<file path="src/rtl/ext_pkg.sv">
// ext_pkg: shared types and the immediate-extension function for ext_pipe.
// Optional feature macro used by the top: EXT_PIPE_PERF_EN.
package ext_pkg;

    // Extension modes driven from decode.
    typedef enum logic [1:0] {
        EXT_ZERO = 2'b00,
        EXT_SIGN = 2'b01,
        EXT_HIGH = 2'b10,
        EXT_SHL2 = 2'b11
    } ext_op_t;

    // Elastic buffer occupancy, encoded as {out_vld, skid_vld}.
    typedef enum logic [1:0] {
        EXT_ST_EMPTY = 2'b00,
        EXT_ST_ONE   = 2'b10,
        EXT_ST_FULL  = 2'b11
    } ext_state_t;

    // Widest OUT_W the extension function supports.
    localparam int unsigned EXT_MAX_W = 64;

    // Extends the low in_w bits of imm; the caller keeps the low out_w bits.
    function automatic logic [EXT_MAX_W-1:0] ext_apply(
        input logic [EXT_MAX_W-1:0] imm,
        input ext_op_t              op,
        input int unsigned          in_w,
        input int unsigned          out_w
    );
        logic [EXT_MAX_W-1:0] zext;
        logic [EXT_MAX_W-1:0] sext;
        logic [EXT_MAX_W-1:0] res;
        int unsigned          pad;
        pad  = EXT_MAX_W - in_w;
        // Park the immediate at the top, then shift back down logically or arithmetically.
        zext = (imm << pad) >> pad;
        sext = $signed(imm << pad) >>> pad;
        case (op)
            EXT_ZERO: res = zext;
            EXT_SIGN: res = sext;
            EXT_HIGH: res = zext << (out_w - in_w);
            EXT_SHL2: res = sext << 2;
            default:  res = zext;
        endcase
        return res;
    endfunction

endpackage

</file>
<file path="src/rtl/ext_skid.sv">
// ext_skid: two-entry valid/ready elastic buffer (output register plus skid register).
// in_ready comes straight from a flop, so there is no combinational ready path.
module ext_skid
    import ext_pkg::*;
#(
    parameter int unsigned WIDTH = 37
) (
    input  logic             clk,
    input  logic             rst,
    input  logic             in_valid,
    output logic             in_ready,
    input  logic [WIDTH-1:0] in_data,
    output logic             out_valid,
    input  logic             out_ready,
    output logic [WIDTH-1:0] out_data
);

    ext_state_t       state_q;
    ext_state_t       state_d;
    logic [WIDTH-1:0] out_data_q;
    logic [WIDTH-1:0] skid_data_q;
    logic             accept;
    logic             deliver;
    logic             out_ld;
    logic             skid_ld;
    logic             skid_to_out;

    assign in_ready  = ~state_q[0];
    assign out_valid = state_q[1];
    assign out_data  = out_data_q;
    assign accept    = in_valid & in_ready;
    assign deliver   = out_valid & out_ready;

    // Next occupancy and which register loads on this edge.
    always_comb begin
        state_d     = state_q;
        out_ld      = 1'b0;
        skid_ld     = 1'b0;
        skid_to_out = 1'b0;
        case (state_q)
            EXT_ST_EMPTY: begin
                if (accept) begin
                    out_ld  = 1'b1;
                    state_d = EXT_ST_ONE;
                end
            end
            EXT_ST_ONE: begin
                if (accept && deliver) begin
                    out_ld = 1'b1;
                end else if (accept) begin
                    skid_ld = 1'b1;
                    state_d = EXT_ST_FULL;
                end else if (deliver) begin
                    state_d = EXT_ST_EMPTY;
                end
            end
            EXT_ST_FULL: begin
                if (deliver) begin
                    skid_to_out = 1'b1;
                    state_d     = EXT_ST_ONE;
                end
            end
            default: state_d = EXT_ST_EMPTY;
        endcase
    end

    // Occupancy register; reset drops any held items.
    always_ff @(posedge clk) begin
        if (rst) begin
            state_q <= EXT_ST_EMPTY;
        end else begin
            state_q <= state_d;
        end
    end

    // Payload registers change only on accept or skid-to-output transfer.
    always_ff @(posedge clk) begin
        if (rst) begin
            out_data_q  <= '0;
            skid_data_q <= '0;
        end else begin
            if (out_ld) begin
                out_data_q <= in_data;
            end else if (skid_to_out) begin
                out_data_q <= skid_data_q;
            end
            if (skid_ld) begin
                skid_data_q <= in_data;
            end
        end
    end

endmodule

</file>
<file path="src/rtl/ext_pipe.sv">
// ext_pipe: pipelined immediate extender between decode and the operand mux.
// Define EXT_PIPE_PERF_EN to add perf_items / perf_stalls counters.
module ext_pipe
    import ext_pkg::*;
#(
    parameter int unsigned IN_W  = 16,
    parameter int unsigned OUT_W = 32,
    parameter int unsigned TAG_W = 5
) (
    input  logic             clk,
    input  logic             rst,
    input  logic             in_valid,
    output logic             in_ready,
    input  logic [IN_W-1:0]  in_imm,
    input  logic [1:0]       in_op,
    input  logic [TAG_W-1:0] in_tag,
    output logic             out_valid,
    input  logic             out_ready,
    output logic [OUT_W-1:0] out_data,
`ifdef EXT_PIPE_PERF_EN
    output logic [31:0]      perf_items,
    output logic [31:0]      perf_stalls,
`endif
    output logic [TAG_W-1:0] out_tag
);

    localparam int unsigned PAY_W = OUT_W + TAG_W;

    logic [EXT_MAX_W-1:0] imm_wide;
    logic [EXT_MAX_W-1:0] ext_wide;
    logic [OUT_W-1:0]     ext_data;
    logic [PAY_W-1:0]     pay_in;
    logic [PAY_W-1:0]     pay_out;

    assign imm_wide = EXT_MAX_W'(in_imm);
    assign ext_wide = ext_apply(imm_wide, ext_op_t'(in_op), IN_W, OUT_W);
    assign ext_data = ext_wide[OUT_W-1:0];
    assign pay_in   = {in_tag, ext_data};
    assign {out_tag, out_data} = pay_out;

    ext_skid #(
        .WIDTH (PAY_W)
    ) u_skid (
        .clk       (clk),
        .rst       (rst),
        .in_valid  (in_valid),
        .in_ready  (in_ready),
        .in_data   (pay_in),
        .out_valid (out_valid),
        .out_ready (out_ready),
        .out_data  (pay_out)
    );

`ifdef EXT_PIPE_PERF_EN
    logic [31:0] items_q;
    logic [31:0] stalls_q;

    // Delivered-item and backpressure-cycle counters, free-running with wrap.
    always_ff @(posedge clk) begin
        if (rst) begin
            items_q  <= '0;
            stalls_q <= '0;
        end else begin
            if (out_valid && out_ready) begin
                items_q <= items_q + 32'd1;
            end
            if (out_valid && !out_ready) begin
                stalls_q <= stalls_q + 32'd1;
            end
        end
    end

    assign perf_items  = items_q;
    assign perf_stalls = stalls_q;
`endif

endmodule

</file>
<file path="config.mk">
export PLATFORM = sky130hd
export DESIGN_NAME = ext_pipe
export DESIGN_NICKNAME = d
export VERILOG_FILES = /design/src/rtl/ext_pkg.sv /design/src/rtl/ext_skid.sv /design/src/rtl/ext_pipe.sv
export SDC_FILE = /design/constraint.sdc
export NUM_CORES = 1
export LEC_CHECK = 0
export CAP_MARGIN = 10
export CORE_MARGIN = 2
export CORE_UTILIZATION = 50
export CTS_CLUSTER_SIZE = 24
export DETAILED_ROUTE_END_ITERATION = 10
export GPL_ROUTABILITY_DRIVEN = 0
export PLACE_DENSITY = 0.86
export SYNTH_ARGS = -nofsm -noshare
export SYNTH_HDL_FRONTEND = slang
export SYNTH_SLANG_ARGS = --single-unit
</file>
<file path="constraint.sdc">
create_clock -name clk -period 2.86 [get_ports clk]
set_clock_uncertainty 0.1 [all_clocks]
set_input_delay 0.429 -clock clk [delete_from_list [all_inputs] [get_ports clk]]
set_output_delay 0.429 -clock clk [all_outputs]
set_load 0.01 [all_outputs]
</file>
Yosys cells after proc, flatten, opt, wreduce, memory -nomap -nowiden
Index checks and enable logic that the tools add are counted.
Storage, ports and cells
  word-level logic and storage cells: 36
  register bits after elaboration: 76
  bits of input ports: 27
  output and inout bits: 39
Operators by class
  multiplexer cells: 16
  reduce and logical (&&, ||, !) cells: 5
  bitwise operators: 3
  equal/unequal tests: 9
Operators with widths (count)
  one-hot mux 32 bit (4 select lines): 1
  two-way mux 37 bit: 2
  two-way mux 2 bit: 5
  equality test 2 bit, second input constant: 4
  two-way mux 1 bit: 6
  one-hot mux 2 bit (3 select lines): 1
  logical NOT 2 bit: 2
  inequality test 2 x 1 -> 1 bit, second input constant: 2
  AND reduction 4 bit: 1
  inequality test 3 x 1 -> 1 bit, second input constant: 1
  bitwise AND 1 bit: 2
  equality test 2 x 1 -> 1 bit, second input constant: 1
  inequality test 2 bit, second input constant: 1
  one-hot mux 1 bit (2 select lines): 1
  nonzero test 2 bit: 1
  logical AND 1 bit: 1
  NOT 1 bit: 1

Longest topological paths before layout
Gate-level depths: netlist (run 1).
  word-level depth: 6
  gate-level depth with buffers: 8
  depth with buffers taken out: 6

By module
A second synthesis (run 1) with hierarchy kept.
Unflattened totals
  cells, all modules: 392
  area, all modules: 3654.8 sq um
By module, submodules not included
  ext_skid: cells an instance 349, instances 1, area an instance 3308.2 sq um
  ext_pipe: cells an instance 43, instances 1, area an instance 346.6 sq um

Worst setup path after synthesis (run 1)
No wires, ideal clock.
  path type: reg2reg
  from: register u_skid.state_q[1]
  to: register u_skid.out_data_q[10], in the netlist u_skid.out_data[10]
  setup time: 146 ps
  arrival time: 1608 ps
  stages on the path, launching flop included: 7
  required time: 2614 ps
  buffers on the path: 1
  path slack: 1006 ps
  path through: dfxtp_1 > ha_1 > nand3_4 > buf_2 > mux2_1 > nor2_1 > a211oi_2
Between the ends
  cells in the longest elaborated chain, start to end: 5
  elaborated cells between the ends (all ways): 11
  those cells by class: eq/ne: 2; mux: 5; bitwise: 1; reduce/logical: 3
RTL lines
  start, declared: line ext_skid.sv:18  | ext_state_t state_q;
  start signal, assigned: line ext_skid.sv:72  | state_q <= state_d;
  bitwise AND 1 bit: line ext_skid.sv:32  | assign deliver = out_valid & out_ready;
  logical AND 1 bit: line ext_skid.sv:48  | if (accept && deliver) begin
  two-way mux 1 bit: line ext_skid.sv:48
  one-hot mux 1 bit (2 select lines): line ext_skid.sv:40  | case (state_q)
  two-way mux 37 bit or nonzero test 2 bit (tied branches)
  end signal, assigned: line ext_skid.sv:83  | out_data_q <= in_data;
  end signal, assigned: line ext_skid.sv:85  | out_data_q <= skid_data_q;
  end, declared: line ext_skid.sv:20  | logic [WIDTH-1:0] out_data_q;
Parallel ways exist; a longest one is shown, timed or not.
A chain may end at the register's enable or synchronous reset.

Worst setup path after layout (run 1)
  from: register u_skid.state_q[1]
  to: register u_skid.out_data_q[17], in the netlist u_skid.out_data[17]
The elaborated chain is that of the path after synthesis.

==> results of run 1 <==
## per-stage QoR
step | setup WS [ns] | hold WS [ns] | util (%)
2_1_floorplan | 1.01 | 0.334 | -
3_3_place_gp | 0.474 | 0.341 | 61.9
3_5_place_dp | 0.407 | 0.346 | 61.9
4_1_cts | 0.658 | 0.358 | 64.7
5_1_grt | 0.490 | 0.376 | 64.7
6_report | 0.639 | 0.360 | 64.7
## layout by cell type, fill, tap and decap left out, drive strengths merged, types with 2 or more instances in the layout
master and count:
buf 6, ha 4, mux2 32, clkdlybuf4s50 64
nor2 69, o21ai 2, mux2i 7, nand2 16
a211oi 67, nor2b 3, clkinvlp 4, a21oi 25
inv 3, a22oi 15, clkbuf 10, nand3 2
and2 2, dfxtp 76
## worst max-delay path: cells and delay by family, from the launching register on
family                   cells  cell delay, ns
flip-flops                   1            0.58
adder cells (fa/ha/maj)      1            0.32
buffers and inverters        1            0.31
AND/OR/NAND/NOR              2            0.33
AO/OA/AOI/OAI                2            0.48
## sequential cells by signal, summed over array words and instances, names as in the netlist
register            count
u_skid.state_q          2
u_skid.out_data        37
u_skid.skid_data_q     37
## cells by family (layout without fill, tap and decap cells)
group,Yosys count,in the layout,share of synthesized area [%]
simple gates,96,96,11.4
mux,39,39,12.2
buf+inv,34,89,5.05
compound gates,113,113,26.6
flops,76,76,43.3
fa+ha+maj,4,4,1.42
## routing by layer
layer,track usage (%),up-vias,part of all wire [%]
met5,0,-,0
met4,9.23,0,1.6
met3,5.47,15,7.2
met2,35.5,109,46
met1,29.8,1355,46
li1,-,1410,-
## cell type report
cell class | instances | share of cell area (%)
timing repair buffer | 70 | 16.4
sequential | 76 | 34.6
multi-input combinational | 252 | 41.6
clock inverter | 6 | 1.48
tap | 96 | 2.73
inverter | 3 | 0.256
clock buffer | 10 | 2.90
## power by group
| group | leakage, nW | internal (W) | switching [W] |
|---|---|---|---|
| clock | 0.0845 | 0.000401 | 0.000397 |
| combinational | 0.846 | 0.000705 | 0.000703 |
| sequential | 0.624 | 0.00133 | 0.000154 |
## worst max path at each step
stage                                      to              start  cells after the start
final                     u_skid.out_data[17]  u_skid.state_q[1]                      6
after global routing      u_skid.out_data[34]  u_skid.state_q[1]                      5
after CTS                 u_skid.out_data[31]  u_skid.state_q[1]                      6
after detailed placement  u_skid.out_data[33]          out_ready                      5
after global placement    u_skid.out_data[10]          out_ready                      5
after floorplan           u_skid.out_data[10]  u_skid.state_q[1]                      6
==> qor.log, run 1 <==
[setup_path] startpoint kind of the worst setup timing path flip-flop
[place] half-perimeter wire length of the detailed placement result 5.44 mm
[cts] root buffer selected by CTS clkbuf_8
[setup_path] launch instance of the worst register-to-register path u_skid.state_q[1]
[sta] share of the clock period used by the worst path after layout 77.7%
[synth] instance count of the mapped netlist 362
[cts] clock net sink count 76
[detailed_routing] initial drt markers 255
[setup_path] largest fanout on the critical path 52
[power] LEAKAGE 1.55 nW
[synth] share of synthesized area occupied by flip-flops and latches 43.3%
[sta] final count of hold timing violations 0
[global_routing] remaining global-route overflow 0
[synth] cell with the most instances after synthesis dfxtp_1
[cts] clock transition at the register clock pins on the worst setup and hold paths after CTS 0.08 ns
[cells_and_area] Register Area 1520 um2
[setup_path] Crit path arrival time 2.39 ns
[sta] max-slew violation total from the final report 0
[cts] # resized after CTS 0
[place] number of placed cells counting well taps 497
[cells_and_area] antenna diode count 0
[detailed_routing] WL/cell 15.8 um
[detailed_routing] post-detailed-route via-to-cell ratio 5.63
[sta] actual transition at the worst max-transition pin 0.638 ns
[cells_and_area] number of nets at the end of the flow 443
[cts] clock tree from TritonCTS yes
[floorplanning] number of rows in the core area 30
[synth] total standard cell area after synthesis 3520 um2
[power] worst ir drop on vdd 409 uV
[setup_path] highest cell delay on the worst timing path 0.58 ns
[place] number of port buffers 65
[synth] cells taking the most area after synthesis dfxtp_1 43%, a211oi_2 11%, mux2_2 9.0%, a211oi_1 7.9%, nor2_1 7.4%
[cts] deepest level of the CTS H-tree 3
[floorplanning] area of the core 6790 um2
[cells_and_area] post-route cell area 4400 um2
[setup_path] setup slack of the worst register-to-register path 0.64 ns
[synth] asr flop ratio synth 0%
[setup_path] reg2reg end u_skid.out_data[17]
[run] Maximum Capacitance Violations 0
[power] total power 0.00369 W
[setup_path] crit end category flip-flop
[sta] unrepaired setup endpoints after global routing no
[global_routing] vias in the first global route 2859
[sta] number of endpoints failing setup at the final stage 0
[detailed_routing] total via count after detailed routing 2889
[floorplanning] Die X 87.9 um
[worst_hold_path] Worst Hold End u_skid.skid_data_q[34]
[cts] total clock buffers created by CTS 9
[synth] number of synthesized flops with an enable pin 0
[global_routing] wire length of the first global-routing pass 13.7 mm
[cells_and_area] final instance count without filler cells 513
[run_status] run status complete, no violations
[sta] Max transition margin 57.4%
[synth] Syn Area/Cell 9.72 um2
[cells_and_area] count of filler cells inserted in the layout 557
[synth] post-synthesis cell type count 30
[sta] final critical path time including I/O delays and setup 2.22 ns
[worst_hold_path] worst hold path startpoint u_skid.skid_data_q[34]
[floorplanning] total die area 7720 um2
[cells_and_area] multi-input logic area 1830 um2
[cts] source-to-sink clock delay at the later pin of the worst-skew pair 0.35 ns
[global_routing] GRT Util Overall 22.6%
[setup_path] required time of the critical path 3.03 ns
[synth] share of the synthesized area in the top cell type 43.3%
[floorplanning] y dimension of the die 87.9 um
[floorplanning] number of top-level pins 66
[synth] prevailing post-synth register cell dfxtp_1
[cts] number of buffers added to fix hold violations after cts 0
[cells_and_area] area added between synthesis and finish 25.0%
[synth] most frequent cells after synthesis 76 x dfxtp_1, 69 x nor2_1, 37 x a211oi_1, 30 x a211oi_2, 28 x mux2_2
[global_routing] initial antenna violation count 0
[power] power density relative to cell area 839 nW/um2
[setup_path] CP Cell Sequence ha_1 -> and3_1 -> o21a_2 -> buf_12 -> nor2_1 -> a211oi_2
[place] Post-DP Area 4200 um2
[synth] Synth Register Bits 76
[worst_hold_path] Hold/Removal Path Class reg -> reg
[synth] library cell occupying the most area in the post-synthesis netlist dfxtp_1
[cts] buffers from clock root to sink, at most 2
[sta] achievable clock frequency 450 MHz
[global_routing] largest net degree at the start of global routing 67
[synth] syn_nets 393
[setup_path] cell at the slowest stage of the critical path dfxtp_1
[setup_path] Worst R2R Path Depth 6
[setup_path] type of the setup path with the least slack reg -> reg
[floorplanning] Starting Density 51.8%
[synth] Ys Warns 0
[cells_and_area] fraction of layout instances using a drive strength above 1 20.1%
[detailed_routing] Post-Route WL 8.13 mm
[detailed_routing] count of unresolved DRC violations after routing 0
[detailed_routing] remaining number of nets flagged by the antenna check after routing 0
[sta] setup TNS 0 ns
[cts] post-CTS setup buffer count 0
[worst_hold_path] Worst Hold Depth 2
[detailed_routing] number of iterations in the first detailed-routing pass 5
Power figures use the tool's default switching activity.
==> inputs of run 2 (changes only) <==
- CORE_UTILIZATION: 50 -> 47
- PLACE_DENSITY: 0.86 -> 0.85
- clock period: 2.86 -> 1.8 ns (I/O delays scaled with it)
==> run 2 against run 1 <==
  * Critical path depth is 1 higher
  * Sequential cell count unchanged
  * Die area up 6.1%
  * Final cell count up 6.8%
  * Clock-buffer cell count is 1 higher
  * Register-to-register slack got worse by 0.58 ns
==> qor.log, run 2 (synthesis gave the netlist of run 1 again) <==
[run_status] run status complete, no violations
[global_routing] wire length of the first global-routing pass 14.7 mm [+7.3%]
[sta] unrepaired setup endpoints after global routing yes
[power] clock group share of total power 24.2% [+2.6 points]
[sta] max-slew violation total from the final report 0 [unchanged]
[worst_hold_path] Worst Hold Depth 2 [unchanged]
[run] Maximum Capacitance Violations 0 [unchanged]
[sta] Max transition margin 73.4% [+16 points]
[setup_path] type of the setup path with the least slack reg -> reg
[worst_hold_path] Hold/Removal Path Class in -> reg
[floorplanning] total die area 8190 um2 [+6.1%]
[power] internal power component 0.00457 W [+88%]
[setup_path] reg2reg end u_skid.out_data[14]
[cells_and_area] number of nets at the end of the flow 475 [+7.2%]
[global_routing] initial antenna violation count 0 [unchanged]
[setup_path] Crit path arrival time 1.88 ns [-0.51 ns]
[power] proportion of power drawn by combinational gates 40.9% [+2.7 points]
[power] worst ir drop on vdd 642 uV [+57%]
[cells_and_area] most common cell after layout, fill and taps aside dfxtp_1
[cts] total clock buffers created by CTS 9 [unchanged]
[cts] number of buffers added to fix hold violations after cts 0 [unchanged]
[floorplanning] number of rows in the core area 31 [+3.3%]
[detailed_routing] Post-Route WL 9.83 mm [+21%]
[detailed_routing] number of iterations in the first detailed-routing pass 4 [-1]
[detailed_routing] count of unresolved DRC violations after routing 0 [unchanged]
[power] LEAKAGE 1.82 nW [+17%]
[cells_and_area] multi-input logic area 1870 um2 [+2.1%]
[cts] clock tree from TritonCTS yes
[power] net switching share of the total power 32.5% [-1.5 points]
[detailed_routing] post-detailed-route via-to-cell ratio 5.77 [+2.5%]
[setup_path] largest fanout on the critical path 24 [-54%]
[floorplanning] Die X 90.5 um [+3.0%]
[cells_and_area] leading cell types in the layout, fill and taps excluded 74 x dfxtp_1, 68 x nor2_1, 63 x clkdlybuf4s50_1
[cells_and_area] area added between synthesis and finish 39.7%
[place] number of port buffers 65 [unchanged]
[global_routing] remaining global-route overflow 0 [unchanged]
[setup_path] required time of the critical path 1.93 ns [-1.10 ns]
[cts] clock transition at the register clock pins on the worst setup and hold paths after CTS 0.08 ns [about the same]
[sta] final count of hold timing violations 0 [unchanged]
[detailed_routing] remaining number of nets flagged by the antenna check after routing 0 [unchanged]
[sta] final critical path time including I/O delays and setup 1.75 ns [-0.475 ns]
[setup_path] startpoint kind of the worst setup timing path flip-flop
[worst_hold_path] Worst Hold End u_skid.skid_data_q[36]
[cells_and_area] count of filler cells inserted in the layout 554 [-0.54%]
[sta] achievable clock frequency 573 MHz [+27%]
[worst_hold_path] worst hold path startpoint rst
[power] Reg power frac 34.9% [-5.3 points]
[sta] setup TNS 0 ns [unchanged]
[cts] clock net sink count 76 [unchanged]
[detailed_routing] WL/cell 17.9 um [+13%]
[power] Psw 0.00220 W [+76%]
[cells_and_area] antenna diode count 0 [unchanged]
[cells_and_area] fraction of layout instances using a drive strength above 1 27.8% [+7.7 points]
[setup_path] setup slack of the worst register-to-register path 0.05 ns [-0.58 ns]
[sta] actual transition at the worst max-transition pin 0.398 ns [-0.240 ns]
[global_routing] largest net degree at the start of global routing 74 [+10%]
[power] total power 0.00678 W [+84%]
[setup_path] launch instance of the worst register-to-register path u_skid.state_q[0]
[place] half-perimeter wire length of the detailed placement result 6.04 mm [+11%]
[sta] share of the clock period used by the worst path after layout 97.0% [+19 points]
[floorplanning] number of top-level pins 66 [unchanged]
[setup_path] crit end category flip-flop
[cts] deepest level of the CTS H-tree 3 [unchanged]
[floorplanning] Starting Density 48.5% [-3.3 points]
[detailed_routing] total via count after detailed routing 3164 [+9.5%]
[floorplanning] y dimension of the die 90.5 um [+3.0%]
[cts] root buffer selected by CTS clkbuf_8
[floorplanning] area of the core 7250 um2 [+6.8%]
[detailed_routing] initial drt markers 233 [-8.6%]
[power] power density relative to cell area 1380 nW/um2 [+64%]
[sta] number of endpoints failing setup at the final stage 0 [unchanged]
[global_routing] vias in the first global route 2993 [+4.7%]
[global_routing] GRT Util Overall 22.2% [-0.39 points]
[setup_path] Worst R2R Path Depth 7 [+1]
[cells_and_area] Register Area 1520 um2 [+0.16%]
[cts] buffers from clock root to sink, at most 2 [unchanged]
[cts] source-to-sink clock delay at the later pin of the worst-skew pair 0.35 ns [about the same]
==> run 2: final cells by class <==
| cell class | instances | area share, % |
|---|---|---|
| inverters | 3 | 0.229 |
| clock inverters | 5 | 2.19 |
| flip-flops and latches | 76 | 31.0 |
| multi-input cells | 252 | 38.0 |
| clock buffers | 11 | 3.08 |
| repair buffers | 102 | 23.0 |
| well taps | 99 | 2.52 |
==> run 2: what timing repair did <==
item | CTS | global route
resized for setup | 2 | 10
gates cloned | 0 | 4
setup endpoints to repair | 6 | 42
buffers inserted | 0 | 8
pin swaps | 0 | 2
==> run 2: per-layer routing <==
layer  part of all wire [%]  track usage (%)  vias to the layer above  routed length [um]
li1                       -                -                     1476                   -
met1                     41             27.8                     1538                4080
met2                     49             35.9                      132                4830
met3                    7.4             6.09                       18                 725
met4                    2.0             9.23                        0                 194
met5                      0                0                        -                   0
==> run 2: worst max-delay path, stage by stage, from the launching register on <==
cell and delay [ns]:
dfxtp_2 0.37, inv_1 0.07, buf_4 0.14, ha_1 0.24
o21a_4 0.28, buf_12 0.17, nor2_1 0.18, a211oi_2 0.07
==> run 2: how the worst max path moves through the flow <==
stage / start / depth (start not counted) / endpoint / slack, ns
2_1_floorplan: u_skid.state_q[1] / 6 / u_skid.out_data[29] / 0.05
3_3_place_gp: out_ready / 6 / u_skid.state_q[1] / -0.12
3_5_place_dp: out_ready / 6 / u_skid.out_data[27] / -0.18
4_1_cts: u_skid.state_q[0] / 3 / in_ready / 0.007
5_1_grt: u_skid.state_q[0] / 8 / u_skid.skid_data_q[29] / -0.03
6_report: u_skid.state_q[0] / 7 / u_skid.out_data[14] / 0.05
==> run 2: per-stage QoR <==
step	cell area, um2	setup slack [ns]	util, %	hold slack [ns]	std cells
after global routing	4910	-0.0264	67.8	0.0941	548
after floorplan	3520	0.0466	-	0.306	362
after detailed placement	4430	-0.182	61.1	0.353	520
after CTS	4700	0.00706	64.8	0.0851	536
after global placement	4430	-0.117	61.1	0.340	520
final	4910	0.0544	67.8	0.102	548
==> run 2: power by group through the flow <==
stage                     clock (W)  combinational, W  sequential [W]
final                       0.00164           0.00277         0.00236
after floorplan                   0           0.00137         0.00245
after detailed placement          0           0.00243         0.00238
after global placement            0           0.00234         0.00236
after CTS                   0.00164           0.00246         0.00235
after global routing        0.00171           0.00298         0.00241
